### src/rtl/mem_stage.sv
`default_nettype none
// ============================================================================
// Module   : mem_stage
// Purpose  : MIPS memory-access pipeline stage. Takes the EX/MEM register
//            outputs, runs a req/ready handshake with data memory, formats
//            store lanes/byte enables, extracts and extends load data, and
//            loads the MEM/WB pipeline register. Raises o_m_stall while an
//            access is outstanding so the upstream stages hold.
// Revision : 1.0 - initial release
// ----------------------------------------------------------------------------
// Ports
//   i_clk, i_reset (sync, active-high), i_clk_en (global step enable)
//   i_ex_m_*       : EX/MEM register contents (address/ALU result, store
//                    data, rd, mem_read/mem_write, mem_to_reg, reg_write,
//                    halt, bhw_type {unsigned, size[1:0]})
//   o_dmem_*       : registered data-memory request (req/we/addr/be/wdata)
//   i_dmem_ready/rdata : memory completion and read word
//   o_m_stall      : combinational hold for IF/ID/EX and EX/MEM
//   o_m_wb_*       : MEM/WB register contents
//   o_m_misaligned : sticky misaligned-access flag (cleared by reset only)
// ============================================================================
module mem_stage (
  input  logic        i_clk,
  input  logic        i_reset,
  input  logic        i_clk_en,
  input  logic [31:0] i_ex_m_alu_result,
  input  logic [31:0] i_ex_m_write_data,
  input  logic [4:0]  i_ex_m_rd,
  input  logic        i_ex_m_mem_read,
  input  logic        i_ex_m_mem_write,
  input  logic        i_ex_m_mem_to_reg,
  input  logic        i_ex_m_reg_write,
  input  logic        i_ex_m_halt,
  input  logic [2:0]  i_ex_m_bhw_type,
  output logic        o_dmem_req,
  output logic        o_dmem_we,
  output logic [31:0] o_dmem_addr,
  output logic [3:0]  o_dmem_be,
  output logic [31:0] o_dmem_wdata,
  input  logic        i_dmem_ready,
  input  logic [31:0] i_dmem_rdata,
  output logic        o_m_stall,
  output logic [31:0] o_m_wb_read_data,
  output logic [31:0] o_m_wb_alu_result,
  output logic [4:0]  o_m_wb_rd,
  output logic        o_m_wb_mem_to_reg,
  output logic        o_m_wb_reg_write,
  output logic        o_m_wb_halt,
  output logic        o_m_misaligned
);

  typedef enum logic [0:0] {
    S_IDLE = 1'b0,
    S_BUSY = 1'b1
  } state_e;

  state_e state_q, state_d;

  // Bus registers
  logic        dmem_we_q;
  logic [31:0] dmem_addr_q;
  logic [3:0]  dmem_be_q;
  logic [31:0] dmem_wdata_q;

  // MEM/WB registers
  logic [31:0] wb_read_data_q;
  logic [31:0] wb_alu_result_q;
  logic [4:0]  wb_rd_q;
  logic        wb_mem_to_reg_q;
  logic        wb_reg_write_q;
  logic        wb_halt_q;
  logic        misaligned_q;

  // --------------------------------------------------------------------------
  // Access decode
  // --------------------------------------------------------------------------
  logic       w_access;
  logic       w_is_byte;
  logic       w_is_half;
  logic       w_misaligned;
  logic [1:0] w_lane;

  assign w_access  = i_ex_m_mem_read | i_ex_m_mem_write;
  assign w_is_byte = (i_ex_m_bhw_type[1:0] == 2'b00);
  assign w_is_half = (i_ex_m_bhw_type[1:0] == 2'b01);
  assign w_lane    = i_ex_m_alu_result[1:0];

  // Any size other than byte/half is handled as a word access.
  assign w_misaligned = w_access &
                        ((w_is_half & w_lane[0]) |
                         (~w_is_byte & ~w_is_half & (w_lane != 2'b00)));

  // --------------------------------------------------------------------------
  // Store formatting: replicate data across all lanes so memory only needs
  // the byte enables to pick the right bytes.
  // --------------------------------------------------------------------------
  logic [3:0]  w_be;
  logic [31:0] w_wdata;

  always_comb begin
    w_be    = 4'b1111;
    w_wdata = 32'h0;
    if (i_ex_m_mem_write) begin
      if (w_is_byte) begin
        w_be    = 4'b0001 << w_lane;
        w_wdata = {4{i_ex_m_write_data[7:0]}};
      end else if (w_is_half) begin
        w_be    = w_lane[1] ? 4'b1100 : 4'b0011;
        w_wdata = {2{i_ex_m_write_data[15:0]}};
      end else begin
        w_be    = 4'b1111;
        w_wdata = i_ex_m_write_data;
      end
    end
  end

  // --------------------------------------------------------------------------
  // Load extraction. EX/MEM is frozen by the stall for the whole access, so
  // the lane/size fields on the inputs are still valid at completion.
  // --------------------------------------------------------------------------
  logic [7:0]  w_ld_byte;
  logic [15:0] w_ld_half;
  logic [31:0] w_ld_data;

  always_comb begin
    w_ld_byte = 8'h0;
    w_ld_half = 16'h0;
    w_ld_data = i_dmem_rdata;
    case (w_lane)
      2'd0:    w_ld_byte = i_dmem_rdata[7:0];
      2'd1:    w_ld_byte = i_dmem_rdata[15:8];
      2'd2:    w_ld_byte = i_dmem_rdata[23:16];
      default: w_ld_byte = i_dmem_rdata[31:24];
    endcase
    w_ld_half = w_lane[1] ? i_dmem_rdata[31:16] : i_dmem_rdata[15:0];
    if (w_is_byte) begin
      w_ld_data = i_ex_m_bhw_type[2] ? {24'h0, w_ld_byte}
                                     : {{24{w_ld_byte[7]}}, w_ld_byte};
    end else if (w_is_half) begin
      w_ld_data = i_ex_m_bhw_type[2] ? {16'h0, w_ld_half}
                                     : {{16{w_ld_half[15]}}, w_ld_half};
    end
  end

  // --------------------------------------------------------------------------
  // FSM: next state and stall
  // --------------------------------------------------------------------------
  logic w_start;

  always_comb begin
    state_d   = state_q;
    o_m_stall = 1'b0;
    w_start   = 1'b0;
    case (state_q)
      S_IDLE: begin
        if (i_clk_en & w_access & ~w_misaligned) begin
          o_m_stall = 1'b1;
          w_start   = 1'b1;
          state_d   = S_BUSY;
        end
      end
      S_BUSY: begin
        if (i_clk_en & i_dmem_ready) begin
          state_d = S_IDLE;
        end else begin
          o_m_stall = 1'b1;
        end
      end
      default: state_d = S_IDLE;
    endcase
  end

  // --------------------------------------------------------------------------
  // State, bus and MEM/WB registers
  // --------------------------------------------------------------------------
  always_ff @(posedge i_clk) begin
    if (i_reset) begin
      state_q         <= S_IDLE;
      dmem_we_q       <= 1'b0;
      dmem_addr_q     <= 32'h0;
      dmem_be_q       <= 4'h0;
      dmem_wdata_q    <= 32'h0;
      wb_read_data_q  <= 32'h0;
      wb_alu_result_q <= 32'h0;
      wb_rd_q         <= 5'h0;
      wb_mem_to_reg_q <= 1'b0;
      wb_reg_write_q  <= 1'b0;
      wb_halt_q       <= 1'b0;
      misaligned_q    <= 1'b0;
    end else if (i_clk_en) begin
      state_q <= state_d;

      if (w_start) begin
        dmem_we_q    <= i_ex_m_mem_write;
        dmem_addr_q  <= {i_ex_m_alu_result[31:2], 2'b00};
        dmem_be_q    <= w_be;
        dmem_wdata_q <= w_wdata;
      end

      if (!o_m_stall) begin
        wb_alu_result_q <= i_ex_m_alu_result;
        wb_rd_q         <= i_ex_m_rd;
        wb_mem_to_reg_q <= i_ex_m_mem_to_reg;
        wb_halt_q       <= i_ex_m_halt;
        // A misaligned load never reaches memory, so it must not commit.
        wb_reg_write_q  <= i_ex_m_reg_write & ~(w_misaligned & i_ex_m_mem_read);
        wb_read_data_q  <= (i_ex_m_mem_read & ~w_misaligned) ? w_ld_data : 32'h0;
      end else begin
        // Downstream re-sees the held instruction; insert a bubble.
        wb_reg_write_q <= 1'b0;
      end

      if ((state_q == S_IDLE) && w_misaligned) begin
        misaligned_q <= 1'b1;
      end
    end
  end

  assign o_dmem_req        = (state_q == S_BUSY);
  assign o_dmem_we         = dmem_we_q;
  assign o_dmem_addr       = dmem_addr_q;
  assign o_dmem_be         = dmem_be_q;
  assign o_dmem_wdata      = dmem_wdata_q;
  assign o_m_wb_read_data  = wb_read_data_q;
  assign o_m_wb_alu_result = wb_alu_result_q;
  assign o_m_wb_rd         = wb_rd_q;
  assign o_m_wb_mem_to_reg = wb_mem_to_reg_q;
  assign o_m_wb_reg_write  = wb_reg_write_q;
  assign o_m_wb_halt       = wb_halt_q;
  assign o_m_misaligned    = misaligned_q;

endmodule
`default_nettype wire

### config.mk
export PLATFORM = sky130hd
export DESIGN_NAME = mem_stage
export DESIGN_NICKNAME = d
export VERILOG_FILES = /design/src/rtl/mem_stage.sv
export SDC_FILE = /design/constraint.sdc
export NUM_CORES = 1
export LEC_CHECK = 0
export ABC_AREA = 1
export BUFFER_PORTS_ARGS = -buffer_cell sky130_fd_sc_hd__buf_2
export CAP_MARGIN = 20
export CORE_MARGIN = 8
export CORE_UTILIZATION = 35
export CTS_BUF_LIST = sky130_fd_sc_hd__clkbuf_8
export DETAILED_ROUTE_END_ITERATION = 7
export PLACE_DENSITY = 0.58
export SYNTH_ARGS = -nofsm -noshare
export SYNTH_HDL_FRONTEND = slang
export SYNTH_SLANG_ARGS = --single-unit
### constraint.sdc
create_clock -name i_clk -period 1.55 [get_ports i_clk]
set_input_delay 0.0775 -clock i_clk [delete_from_list [all_inputs] [get_ports i_clk]]
set_output_delay 0.0775 -clock i_clk [all_outputs]
set_load 0.01 [all_outputs]
==> results.json <==
{
  "power_density_nw_per_um2": 973.2,
  "grt_pass1_vias": 6858,
  "fin_total_pwr_mw": 8.736,
  "path_max_fanout": 3,
  "cp-end-kind": "output pin",
  "r2r-start": "o_dmem_req",
  "final_layout_size_suffix_gt1_share_pct": 27.94,
  "ctsHtreeMaxLevel": 4,
  "vias_per_cell": 4.706,
  "synth_cell_types": 25,
  "vdd_drop_max_mv": 0.4803,
  "grt_antenna_before_repair": 3,
  "crit_arrival_ps": 1370,
  "cts_buffers": 17,
  "min_path_type": "in2reg",
  "p_sw_share_pct": 29.10,
  "final-setup-viol-count": 0,
  "cts_tree": "built",
  "synth_cells": 901,
  "report.final.slew_viol_count": 0,
  "drc_errors": 0,
  "slew_headroom_pct": 65.43,
  "ys_ff_latch": 141,
  "fp.coreArea_um2": 17240,
  "cts-root-buf": "clkbuf_8",
  "yosysSeqAreaShare_pct": 45.81,
  "ios": 257,
  "start_util_pct": 35.75,
  "grt_pass1_wl_um": 36340,
  "dp.cells": 1354,
  "comb_power_share_pct": 20.2,
  "gp_congestion": 0.8598,
  "finalHoldViolations": 0,
  "p_int_mw": 6.194,
  "tightestPinTransition_ps": 518.5,
  "leakagePower_nw": 4.337,
  "grt_max_degree": 109,
  "dp_hpwl_um": 15680,
  "grtUsageMet3_pct": 7.080,
  "ant_nets": 0,
  "final_cell_mix": "nand2_1, buf_2, a21oi_1, dfxtp_1, dlygate4sd3_1",
  "grt.overflow.total": 0,
  "met2_usage_pct": 34.05,
  "layout.nets": 1336,
  "cp-start-kind": "register",
  "vias": 6876,
  "cpMostUsedCell": "buf_6",
  "r2r_slack_ps": 120,
  "fp-row-count": 48,
  "fmax_mhz": 688.5,
  "fin_cells": 1461,
  "seqPwrFrac_pct": 45.2,
  "crit_slowest_cell": "dfxtp_2",
  "port_buffers": 254,
  "hp-start": "i_ex_m_write_data[13]",
  "finalWirelength_um": 22800,
  "drt_iter0_markers": 386,
  "crit_type": "reg2out",
  "p_clk_share_pct": 34.6,
  "clk_path_buf_depth": 2,
  "switchingPower_mw": 2.542,
  "grtUsageMet1_pct": 24.67,
  "cp-startpoint": "o_dmem_req",
  "die_x_um": 148.7,
  "holdWs_ps": 43.66,
  "cp.required_ps": 1470,
  "setup_tns_ps": 0,
  "synth_area_per_cell_um2": 6.839,
  "synthToLayoutAreaGrowth_pct": 45.66,
  "die_y_um": 148.7,
  "clk_transition_reported_paths_ps": 80,
  "grt_busiest_layer": "met2",
  "cts_sinks": 141,
  "outcome": "finished clean",
  "clock_latency_ps": 440,
  "dr.pass1.iters": 5,
  "cp_slowest_stage_delay_ps": 330,
  "grt.total_usage_pct": 20.56,
  "yosysWarnings": 0,
  "skew_ps": 15.52,
  "wl_per_cell_um": 15.61,
  "crit_chain": "nor2_4, nand4_4, buf_6, buf_12, nand2_2, buf_6",
  "final_common_cell": "nand2_1",
  "syn_area_um2": 6162,
  "die_area_um2": 22110,
  "timing.final.crit_share_pct": 93.70,
  "period_needed_ps": 1452,
  "max-cap-violations": 0
}
through the flow:
| stage | util, % | cell area (um2) | setup slack (ps) |
|---|---|---|---|
| 2_1_floorplan | - | 6166 | 215.9 |
| 3_3_place_gp | 45.06 | 7766 | 157.8 |
| 3_5_place_dp | 45.06 | 7766 | 128.3 |
| 4_1_cts | 51.92 | 8949 | 23.14 |
| 5_1_grt | 52.08 | 8976 | -8.171 |
| 6_report | 52.08 | 8976 | 97.58 |
layout make-up:
class	instances	area (um2)
Fill cell	1790	8260
Multi-Input combinational cell	649	2839
Sequential cell	141	2824
Inverter	51	193.9
Antenna cell	1	2.502
Clock inverter	10	113.9
Timing Repair Buffer	363	2432
Tap cell	225	281.5
Clock buffer	21	289.0
repair_timing:
| action | in CTS | in global routing |
|---|---|---|
| buffers inserted | 3 | 3 |
| pin swaps | 2 | 1 |
| resized for setup | 7 | 1 |
| cloned | 2 | 0 |
| endpoints found under the hold margin | 97 | 0 |
| hold buffers | 67 | 0 |
| endpoints found under the setup margin | 1 | 2 |
kinds of logic (layout without fill, tap and decap cells):
| logic type | count (synthesis) | after routing | synth area share [%] |
|---|---|---|---|
| flip-flops | 141 | 141 | 45.81 |
| AND/OR/NAND/NOR | 456 | 456 | 29.81 |
| buffers and inverters | 112 | 445 | 8.345 |
| AO/OA/AOI/OAI | 191 | 191 | 15.98 |
| other | 1 | 3 | 0.06086 |
power by group through the flow:
stage	registers, mW	logic [mW]	clock network (mW)
2_1_floorplan	4.13	0.778	0
3_3_place_gp	4.02	1.58	0
3_5_place_dp	4.02	1.58	0
4_1_cts	3.94	1.78	3.13
5_1_grt	3.97	1.97	3.29
6_report	3.95	1.77	3.02
synthesized netlist by cell type:
cell	count	area, um2
o21a_1	1	7.510
o21ai_0	40	200.2
nand4_1	5	31.28
nand2_1	344	1291
a21oi_1	140	700.7
buf_4	10	75.07
inv_1	46	172.7
nor2_1	51	191.4
buf_2	27	135.1
nor3_1	22	110.1
inv_2	5	18.77
conb_1	1	3.750
a31oi_1	2	12.51
nand3_2	1	10.01
dfxtp_1	141	2823
buf_1	1	3.750
o21bai_2	1	11.26
nand3_1	23	115.1
nor2_4	2	22.52
buf_6	3	33.78
nand4_4	1	21.27
clkbuf_1	20	75.07
o211ai_1	7	52.55
nand2_2	3	18.77
nor2_2	4	25.02
critical path, delay by kind of cell (launching register included):
family | cells | cell delay, ps
buffers and inverters | 3 | 370
flip-flops | 1 | 330
AND/OR/NAND/NOR | 3 | 240
routing by layer:
metal	vias up	wire [um]
li1	3527	-
met4	4	361
met5	-	17
met3	32	1758
met2	239	10890
met1	3074	9775
worst paths after layout:
check,end,cells past startpoint
worst max-delay path,o_m_stall,6
worst min-delay path,o_dmem_wdata[13],5
worst max register to register,o_m_wb_read_data[30],8
worst min register to register,o_m_wb_rd[0],2
Power figures use the tool's default switching activity.
